**src/rtl/spd_pkg.sv**
```systemverilog
// Shared types and elaboration-time helpers for the serial pattern detector.
// The KMP transition table is built from next_state() when the detector elaborates.
package spd_pkg;

  localparam int SPD_MAX_PAT_LEN = 8;
  localparam int SPD_PAT_LEN     = 4;
  localparam logic [3:0] SPD_PATTERN = 4'b1011;
  localparam int SPD_STATE_W     = $clog2(SPD_MAX_PAT_LEN) + 1;

  typedef enum logic [SPD_STATE_W-1:0] {
    S0 = 4'd0, S1 = 4'd1, S2 = 4'd2, S3 = 4'd3,
    S4 = 4'd4, S5 = 4'd5, S6 = 4'd6, S7 = 4'd7
  } spd_state_e;

  // Longest proper prefix of pat that is a suffix of (first k pattern bits + b).
  function automatic int next_state(input int k, input logic b,
                                    input logic [7:0] pat, input int len);
    int   best;
    int   pos;
    logic ok;
    logic sb;
    best = 0;
    for (int j = 1; j < SPD_MAX_PAT_LEN; j++) begin
      if ((j <= k + 1) && (j < len)) begin
        ok = 1'b1;
        for (int m = 0; m < SPD_MAX_PAT_LEN; m++) begin
          if (m < j) begin
            pos = k + 1 - j + m;
            if (pos == k) sb = b;
            else          sb = 1'(pat >> (len - 1 - pos));
            if (sb != 1'(pat >> (len - 1 - m))) ok = 1'b0;
          end
        end
        if (ok) best = j;
      end
    end
    return best;
  endfunction

endpackage

```
**src/rtl/serial_pattern_detector_sat_counter.sv**
```systemverilog
// Saturating up-counter with synchronous active-high reset; holds at all-ones.
module sat_counter #(
  parameter int W = 8
) (
  input  logic         clk,
  input  logic         reset,
  input  logic         inc,
  output logic [W-1:0] count
);

  logic [W-1:0] count_q;

  // Count up on inc, stop at the maximum value instead of wrapping.
  always_ff @(posedge clk) begin
    if (reset) begin
      count_q <= {W{1'b0}};
    end else if (inc && (count_q != {W{1'b1}})) begin
      count_q <= count_q + W'(1);
    end else begin
      count_q <= count_q;
    end
  end

  assign count = count_q;

endmodule

```
**src/rtl/serial_pattern_detector.sv**
```systemverilog
// Overlapping serial pattern detector (KMP FSM) with registered match pulse and
// saturating match count. Optional sticky 'seen' flag under SPD_STICKY_FLAG_EN.
module serial_pattern_detector
  import spd_pkg::*;
#(
  parameter int                 PAT_LEN = SPD_PAT_LEN,
  parameter logic [PAT_LEN-1:0] PATTERN = PAT_LEN'(SPD_PATTERN),
  parameter int                 CNT_W   = 8
) (
  input  logic                      clk,
  input  logic                      reset,
  input  logic                      en,
  input  logic                      din,
`ifdef SPD_STICKY_FLAG_EN
  input  logic                      clr_flag,
  output logic                      seen,
`endif
  output logic                      match,
  output logic [CNT_W-1:0]          match_count,
  output logic [$clog2(PAT_LEN):0]  state_dbg
);

  localparam int         SW     = $clog2(PAT_LEN) + 1;
  localparam logic [7:0] PAT8   = 8'(PATTERN);
  localparam spd_state_e LAST_S = spd_state_e'(SPD_STATE_W'(PAT_LEN - 1));

  spd_state_e state_q;
  spd_state_e state_d;
  logic       match_q;
  logic       hit_d;
  spd_state_e nxt_lo [PAT_LEN];
  spd_state_e nxt_hi [PAT_LEN];

  for (genvar k = 0; k < PAT_LEN; k++) begin : g_kmp
    localparam int N0 = next_state(k, 1'b0, PAT8, PAT_LEN);
    localparam int N1 = next_state(k, 1'b1, PAT8, PAT_LEN);
    assign nxt_lo[k] = spd_state_e'(SPD_STATE_W'(N0));
    assign nxt_hi[k] = spd_state_e'(SPD_STATE_W'(N1));
  end

  // Table lookup of the next state; unreachable encodings recover to S0.
  always_comb begin
    state_d = S0;
    for (int k = 0; k < PAT_LEN; k++) begin
      if (state_q == spd_state_e'(SPD_STATE_W'(k))) begin
        state_d = din ? nxt_hi[k] : nxt_lo[k];
      end else begin
        state_d = state_d;
      end
    end
    hit_d = (state_q == LAST_S) && (din == PATTERN[0]);
  end

  // FSM state and match pulse; en=0 freezes the state and drops the pulse.
  always_ff @(posedge clk) begin
    if (reset) begin
      state_q <= S0;
      match_q <= 1'b0;
    end else if (en) begin
      state_q <= state_d;
      match_q <= hit_d;
    end else begin
      state_q <= state_q;
      match_q <= 1'b0;
    end
  end

  sat_counter #(.W(CNT_W)) u_cnt (
    .clk   (clk),
    .reset (reset),
    .inc   (en && hit_d),
    .count (match_count)
  );

`ifdef SPD_STICKY_FLAG_EN
  logic seen_q;

  // Sticky flag: a match on the same edge as clr_flag keeps it set.
  always_ff @(posedge clk) begin
    if (reset) begin
      seen_q <= 1'b0;
    end else if (en && hit_d) begin
      seen_q <= 1'b1;
    end else if (clr_flag) begin
      seen_q <= 1'b0;
    end else begin
      seen_q <= seen_q;
    end
  end

  assign seen = seen_q;
`endif

  assign match     = match_q;
  assign state_dbg = SW'(state_q);

endmodule

```
**config.mk**
```make
export PLATFORM = sky130hd
export DESIGN_NAME = serial_pattern_detector
export DESIGN_NICKNAME = d
export VERILOG_FILES = /design/src/rtl/spd_pkg.sv /design/src/rtl/serial_pattern_detector_sat_counter.sv /design/src/rtl/serial_pattern_detector.sv
export SDC_FILE = /design/constraint.sdc
export NUM_CORES = 1
export LEC_CHECK = 0
export BUFFER_PORTS_ARGS = -buffer_cell sky130_fd_sc_hd__buf_4
export CAP_MARGIN = 0
export CORE_AREA = 2 2 39 41
export CTS_BUF_LIST = sky130_fd_sc_hd__clkbuf_8
export CTS_CLUSTER_DIAMETER = 80
export DETAILED_ROUTE_END_ITERATION = 10
export DIE_AREA = 0 0 41 43
export PLACE_DENSITY = 0.68
export RECOVER_POWER = 50
export SLEW_MARGIN = 15
export SYNTH_ARGS = -nofsm -noshare
export SYNTH_HDL_FRONTEND = slang
export SYNTH_SLANG_ARGS = --single-unit
```
**constraint.sdc**
```tcl
create_clock -name clk -period 1.4 [get_ports clk]
set_input_delay 0.14 -clock clk [delete_from_list [all_inputs] [get_ports clk]]
set_output_delay 0.14 -clock clk [all_outputs]
set_load 0.01 [all_outputs]
```
# Word level (Yosys, flattened, before mapping)
# Cells that the tools add are included.
word_totals:
  reg_bits: 13
  out_inout_bits: 12
op_classes:
  addsub: 1
  n_eq_ne: 4
  mux: 7
  bitwise_logic: 1
  reduce_logical: 5
op_table:
  columns: ["op", "n"]
  rows:
  - ["$add 8x1->8 const B", 1]
  - ["$eq 4x2->1 const B", 2]
  - ["$mux 4", 2]
  - ["$ne 8x8->1 const B", 1]
  - ["$mux 2", 3]
  - ["$eq 4x1->1 const B", 1]
  - ["$logic_not 4->1", 1]
  - ["$logic_and 1x1->1", 3]
  - ["$mux 1", 2]
  - ["$reduce_or 2->1", 1]
  - ["$not 1->1", 1]

# Logic depth before layout (Yosys ltp)
# Gate-level depths: netlist (run 1).
logic_depth:
  depth_word: 5
  ltp_mapped: 5
  depth_no_buf: 5

# Modules after synthesis
# Synthesis (run 1) repeated with hierarchy kept, for this count alone.
hier_totals:
  hier_cells: 60
  area_unflattened_um2: 559.3
by_module_without_submodules:
  columns: ["module", "instances", "cells_each", "area_per_inst_um2", "seq_area_each_um2"]
  rows:
  - ["sat_counter", 1, 46, 430.4, 160.2]
  - ["serial_pattern_detector", 1, 14, 128.9, 60.1]

# Worst setup path after synthesis (run 1)
# OpenSTA, ideal clock, no wires.
synth_timing:
  path_kind: "flip-flop to flip-flop"
  start: "register u_cnt.count_q[0] (netlist: u_cnt.count[0])"
  end: "register u_cnt.count_q[4] (netlist: u_cnt.count[4])"
  setup_ps: 128
  t_arrival_ps: 1226
  t_required_ps: 1272
  setup_slack_ps: 46
  path_stages_with_launch: 6
  period_less_slack_ps: 1354
  path_cell_list: "dfxtp_1 > ha_1 > nand3_1 > a211oi_1 > xnor2_1 > nor2_1"
synth_via:
  elab_chain_cells: 2
synth_rtl:
  columns: ["item", "line", "rtl"]
  rows:
  - ["start: declaration", "serial_pattern_detector_sat_counter.sv:11", "logic [W-1:0] count_q;"]
  - ["start signal: assignment", "serial_pattern_detector_sat_counter.sv:16", "count_q <= {W{1'b0}};"]
  - ["start signal: assignment", "serial_pattern_detector_sat_counter.sv:18", "count_q <= count_q + W'(1);"]
  - ["start signal: assignment", "serial_pattern_detector_sat_counter.sv:20", "count_q <= count_q;"]
  - ["parallel branches: the longest is 2 deep, another holds $add 8x1->8", null, null]
# Several ways; the timed one is not identified.
# A chain may end at the register's enable or synchronous reset.

# Final worst setup path (run 1)
layout_timing:
  start: "register u_cnt.count_q[1] (netlist: u_cnt.count[1])"
  end: "register u_cnt.count_q[4] (netlist: u_cnt.count[4])"
# Same word-level chain as after synthesis.

==> results of run 1 <==
-- metal layers --
metal / up-vias / global-route usage
met3: 2 / 0.0785
met5: - / 0
met2: 13 / 0.216
met4: 0 / 0.0600
li1: 254 / -
met1: 226 / 0.184
-- sequential cells by signal (all words and copies together) (netlist names) --
name / count
u_cnt.count: 8
state_q: 2
match: 1
-- cells by family (layout without fill, tap and decap cells) --
logic type	count (synthesis)	in the layout	synth area share
AND/OR/NAND/NOR	24	24	0.252
AO/OA/AOI/OAI	12	12	0.179
flip-flops	11	11	0.404
buffers and inverters	6	26	0.0504
XOR/XNOR	3	3	0.0482
multiplexers	2	2	0.0367
adder cells (fa/ha/maj)	1	1	0.0229
other	1	1	0.00687
-- worst min path at each step --
stage / slack, ns / cells past startpoint / from / end
finish: 0.15 / 2 / reset / state_q[0]$_SDFFE_PP0P_
global route: 0.15 / 2 / reset / state_q[0]$_SDFFE_PP0P_
CTS: 0.15 / 2 / reset / match$_SDFF_PP0_
detailed placement: 0.40 / 2 / reset / match$_SDFF_PP0_
global placement: 0.39 / 2 / reset / match$_SDFF_PP0_
floorplan: 0.29 / 2 / din / state_q[0]$_SDFFE_PP0P_
-- cell usage after synthesis --
| cell type | instances | area (um^2) |
|---|---|---|
| a21oi_1 | 3 | 15.0 |
| nor2_1 | 11 | 41.3 |
| nand3_1 | 4 | 20.0 |
| conb_1 | 1 | 3.75 |
| xnor2_1 | 2 | 17.5 |
| and4_4 | 1 | 11.3 |
| a41o_2 | 1 | 11.3 |
| a31oi_1 | 1 | 6.26 |
| buf_4 | 1 | 7.51 |
| nand2_1 | 3 | 11.3 |
| o21ai_0 | 1 | 5.00 |
| ha_1 | 1 | 12.5 |
| clkbuf_2 | 1 | 5.00 |
| mux2i_1 | 2 | 20.0 |
| nor3_1 | 1 | 5.00 |
| nand3b_1 | 1 | 7.51 |
| a311oi_1 | 1 | 8.76 |
| o211a_1 | 2 | 20.0 |
| inv_1 | 3 | 11.3 |
| xor2_1 | 1 | 8.76 |
| a31o_2 | 1 | 8.76 |
| a211oi_1 | 1 | 7.51 |
| clkbuf_1 | 1 | 3.75 |
| nand4_4 | 1 | 21.3 |
| a311oi_2 | 1 | 15.0 |
| dfxtp_1 | 11 | 220 |
| and3_2 | 1 | 7.51 |
| nor4_2 | 1 | 12.5 |
-- power by group --
part           internal, W  total [W]  switching (W)  leakage [nW]
sequential        0.000317   0.000320     0.00000351        0.0891
clock             0.000192   0.000304       0.000112        0.0269
combinational    0.0000108  0.0000268      0.0000161         0.214
-- through the flow --
| step | instance area (um^2) | power (W) | setup slack (ns) | hold WS, ns |
|---|---|---|---|---|
| floorplan | 546 | 0.000341 | 0.0462 | 0.287 |
| global placement | 692 | 0.000354 | 0.0644 | 0.395 |
| detailed placement | 692 | 0.000355 | 0.0298 | 0.400 |
| CTS | 737 | 0.000661 | 0.0171 | 0.153 |
| global route | 723 | 0.000686 | 0.00295 | 0.151 |
| finish | 723 | 0.000651 | 0.0912 | 0.148 |
-- final cells by class --
| type | count | area [um^2] | share of cell area |
|---|---|---|---|
| Clock inverter | 1 | 3.75 | 0.00519 |
| Multi-Input combinational cell | 43 | 309 | 0.427 |
| Tap cell | 16 | 20.0 | 0.0277 |
| Clock buffer | 3 | 41.3 | 0.0571 |
| Timing Repair Buffer | 19 | 116 | 0.161 |
| Inverter | 3 | 11.3 | 0.0156 |
| Sequential cell | 11 | 221 | 0.306 |
-- worst max-delay path: stages (launching register included) --
cell and delay (ns):
dfxtp_1 0.37, ha_2 0.27, nand3_1 0.09, a211oi_1 0.26, xnor2_1 0.15, nor2_1 0.05
==> metrics, run 1 <==
Avg Vias per Cell 5.16; Area Overhead vs Synth 32.6%; Detail Placement HPWL roughly 820 um; Leakage about 0.33 nW; cts repair resizes 0; crit path launch u_cnt.count[1]$_SDFFE_PP0P_; worst vdd ir 0.533 mV; Post-DRT Antenna Nets 0; r2r setup slk 0.09 ns; total CTS buffers 3; first-pass GRT wire length about 1.8 mm; vias in the first global route 438; DR iter-0 viols 3; synth warn 0; FF-to-FF Start u_cnt.count[1]$_SDFFE_PP0P_; Clk pin slew, worst setup/hold paths ~0.050 ns; overall routing resource usage 0.151; Final Skew 0.00258 ns; min-delay worst type in -> reg; CTS Root Cell clkbuf_8; cell area after synthesis 546 um^2; status complete, no violations; GRT Residual Overflow 0; worst r2r dst u_cnt.count[4]$_SDFFE_PP0P_; CTS tree yes; CP Class reg -> reg; largest net degree at the start of global routing 11; fraction of layout cells with a size suffix above 1 0.300; crit path to u_cnt.count[4]$_SDFFE_PP0P_; endpoints failing hold 0; Max Slew Vio Count 0; CTS H-tree depth 1; # hold bufs at CTS 0; Data required, critical path 1.52 ns; CP max FO 7; GPL Wtd Cong 0.789; I/O pin total 16; Pre-antenna DRT Iters 4; pwr/cell area approximately 900 mW/mm^2; post-synth net total 65; # clock sinks 11; Max clock buf depth 2; routed len/inst between 10 and 15 um; wl on met1 ~500 um; most frequent cells in the layout buf_4 (12), nor2_1 (11), dfxtp_1 (10), clkbuf_1 (7); fmax 0.764 GHz; synthesized instance count 60; Worst Path Arrival 1.43 ns; Die ar. 0.00176 mm^2; commonest non-fill, non-tap cell in the layout buf_4; fill cell count 150; Cells after DPL roughly 90; RSZ-0062 raised after global routing no; clk_lat worst skew between 0.2 and 0.25 ns; Initial Utilization 0.394; Layout Cells excl Fill 96; register area share after synthesis 0.404; Ant. Diodes 0; FF+latch count, synth 11; Top Metal Used met4; I/O Buffers 14; Worst Setup Start Kind flip-flop; DR vias 495; Avg Inst Size Synth 9.09 um^2; critical path capture point type flip-flop; Yosys cell types 28; num rows 14; Final min period 1.31 ns; setup violators final 0; initial antenna violation count 0; Die X ~41 um; post-route core utilization 0.523; drt total wl around 1.1 mm; area of the core approximately 0.0014 mm^2; Reg2Reg Depth 5; setup total negative slack 0 ns; post-CTS setup buffer count 0; Remaining DRCs 0; DIE HEIGHT 43 um; Final period util 0.935; met3 WL 66 um; number of max-cap violations 0; nets@finish 86; met2 wire length ~540 um
Note: power is estimated with default switching activity, not from simulation.
==> run 2: changes to the inputs <==
--- a/config.mk
+++ b/config.mk
@@ -13,7 +13,7 @@
 export DETAILED_ROUTE_END_ITERATION = 10
 export DIE_AREA = 0 0 41 43
 export PLACE_DENSITY = 0.68
-export RECOVER_POWER = 50
+export RECOVER_POWER = 100
 export SLEW_MARGIN = 15
 export SYNTH_ARGS = -nofsm -noshare
 export SYNTH_HDL_FRONTEND = slang
==> run 2 against run 1 <==
Routed wire length grew 0.45%. Power about the same. Worst setup slack got worse by 0.0010 ns. Critical path depth decreased by 1. Die area stayed put. Sequential share of layout area rose by 1.3 points. Largest cell class unchanged. First-iteration DRC count grew 33%. Critical endpoint is now u_cnt.count[1]$_SDFFE_PP0P_. Non-clock buffer count did not move. Clock power about the same. Count of clock-buffer cells in the layout unchanged.
==> metrics, run 2 (synthesis results as in run 1) <==
setup total negative slack 0 ns (unchanged); fraction of layout cells with a size suffix above 1 0.238 (-0.0625); DR iter-0 viols 4 (+1); Max clock buf depth 2 (unchanged); post-route core utilization 0.502 (-0.0208); Switching Share 0.203 (+0.000278); RSZ-0062 raised after global routing no; DR vias 494 (-0.20%); Remaining DRCs 0 (unchanged); area of the core 0.00138 mm^2 (unchanged); fill cell count 159 (+6.0%); FF/Latch Area 221 um^2 (unchanged); num rows 14 (unchanged); Largest register FFs 8 (unchanged); Max Slew Vio Count 0 (unchanged); CTS H-tree depth 1 (unchanged); share of total power in sequential cells 0.492 (about the same); footprint of the multi-input gates 292 um^2 (-5.7%); Die X 41 um (unchanged); crit-path leading delay family flip-flops; I/O pin total 16 (unchanged); Final min period 1.31 ns (+0.00103 ns); overall routing resource usage 0.151 (unchanged); Clk pin slew, worst setup/hold paths 0.05 ns (about the same); Final period util 0.936 (about the same); CP max stage cell dfxtp_1; CP Class reg -> reg; nets@finish 86 (unchanged); endpoints failing hold 0 (unchanged); most frequent cells in the layout nor2_1 (11), dfxtp_1 (10), clkbuf_1 (10), buf_4 (9); first-pass GRT wire length 1.80 mm (unchanged); total CTS buffers 3 (unchanged); critical path cell sequence and4_1 > a41o_2 > mux2i_1 > nor2_1; drt total wl 1.12 mm (+0.45%); routed len/inst 11.7 um (+0.45%); CP max stage delay 0.40 ns (+0.03 ns); Comb power frac 0.041 (about the same); r2r setup slk 0.09 ns (about the same); Post-DRT Antenna Nets 0 (unchanged); Area Overhead vs Synth 27.3%; commonest non-fill, non-tap cell in the layout nor2_1; Pre-antenna DRT Iters 4 (unchanged); CTS tree yes; Data required, critical path 1.53 ns (about the same); clock power share 0.467 (about the same); Detail Placement HPWL 816 um (unchanged); largest net degree at the start of global routing 11 (unchanged); Worst Setup Start Kind flip-flop; Leakage 0.300 nW (-9.3%); # hold bufs at CTS 0 (unchanged); Worst Path Arrival 1.44 ns (about the same); GRT Residual Overflow 0 (unchanged); clk_lat worst skew 0.23 ns (about the same); CP Buf/Inv Count 0 (unchanged); pwr/cell area 938 mW/mm^2 (+4.2%); # clock sinks 11 (unchanged); initial antenna violation count 0 (unchanged); fmax 0.763 GHz (about the same); min-delay worst type in -> reg; critical path capture point type flip-flop; number of max-cap violations 0 (unchanged); GPL Wtd Cong 0.789 (unchanged); cell-internal power 0.000519 W (about the same); Avg Vias per Cell 5.15 (-0.20%); Final Skew 0.00163 ns (-0.000950 ns); DIE HEIGHT 43 um (unchanged); CP max FO 5 (-2); worst vdd ir 0.528 mV (-1.0%); CTS Root Cell clkbuf_8; Initial Utilization 0.394 (unchanged); Ant. Diodes 0 (unchanged); I/O Buffers 14 (unchanged); status complete, no violations; Die ar. 0.00176 mm^2 (unchanged); vias in the first global route 438 (unchanged); sw power 0.000132 W (+0.17%); setup violators final 0 (unchanged)
-- run 2: power by group through the flow --
stage          clock network (W)  registers [W]  logic [W]
2_1_floorplan                  0       0.000327  0.0000140
3_3_place_gp                   0       0.000326  0.0000282
3_5_place_dp                   0       0.000326  0.0000287
4_1_cts                 0.000312       0.000320  0.0000287
5_1_grt                 0.000337       0.000320  0.0000296
6_report                0.000304       0.000320  0.0000268
-- run 2: routing by layer --
metal	share of wire	global-route usage	vias up
li1	-	-	255
met3	0.061	0.0785	2
met4	0.013	0.0600	0
met2	0.48	0.216	12
met1	0.44	0.184	225
met5	0	0	-
-- run 2: worst reg2reg max path: cells and delay by family, from the launching register on --
kind / cells / cell delay, ns
DFF: 1 / 0.40
and+or+nand+nor: 2 / 0.36
AOI/OAI and AO/OA: 1 / 0.26
muxes: 1 / 0.19
-- run 2: layout make-up --
class,instances,share of cell area
clock inverters,1,0.00541
multi-input cells,43,0.420
clock buffers,3,0.0595
well taps,16,0.0288
flip-flops and latches,11,0.319
repair buffers,19,0.151
inverters,3,0.0162
-- run 2: timing repair --
item / 4_1_cts / 5_1_grt
setup endpoints to repair: 0 / 3
buffers inserted: 0 / 0
gates resized for setup: 0 / 3
-- run 2: path summary, 6_finish.rpt --
check | start | to | cells after the start
worst max-delay path | u_cnt.count[6]$_SDFFE_PP0P_ | u_cnt.count[1]$_SDFFE_PP0P_ | 4
worst min-delay path | reset | state_q[0]$_SDFFE_PP0P_ | 2
worst max register to register | u_cnt.count[6]$_SDFFE_PP0P_ | u_cnt.count[1]$_SDFFE_PP0P_ | 4
worst min register to register | state_q[0]$_SDFFE_PP0P_ | state_q[0]$_SDFFE_PP0P_ | 2
-- run 2: stage by stage --
step	instances	cell area [um^2]	hold WS [ns]	total power, W	setup WS (ns)
finish	96	694	0.150	0.000651	0.0902
global route	96	694	0.151	0.000686	0.00785
CTS	96	737	0.153	0.000661	0.0171
detailed placement	92	692	0.400	0.000355	0.0298
global placement	92	692	0.395	0.000354	0.0644
floorplan	60	546	0.287	0.000341	0.0462
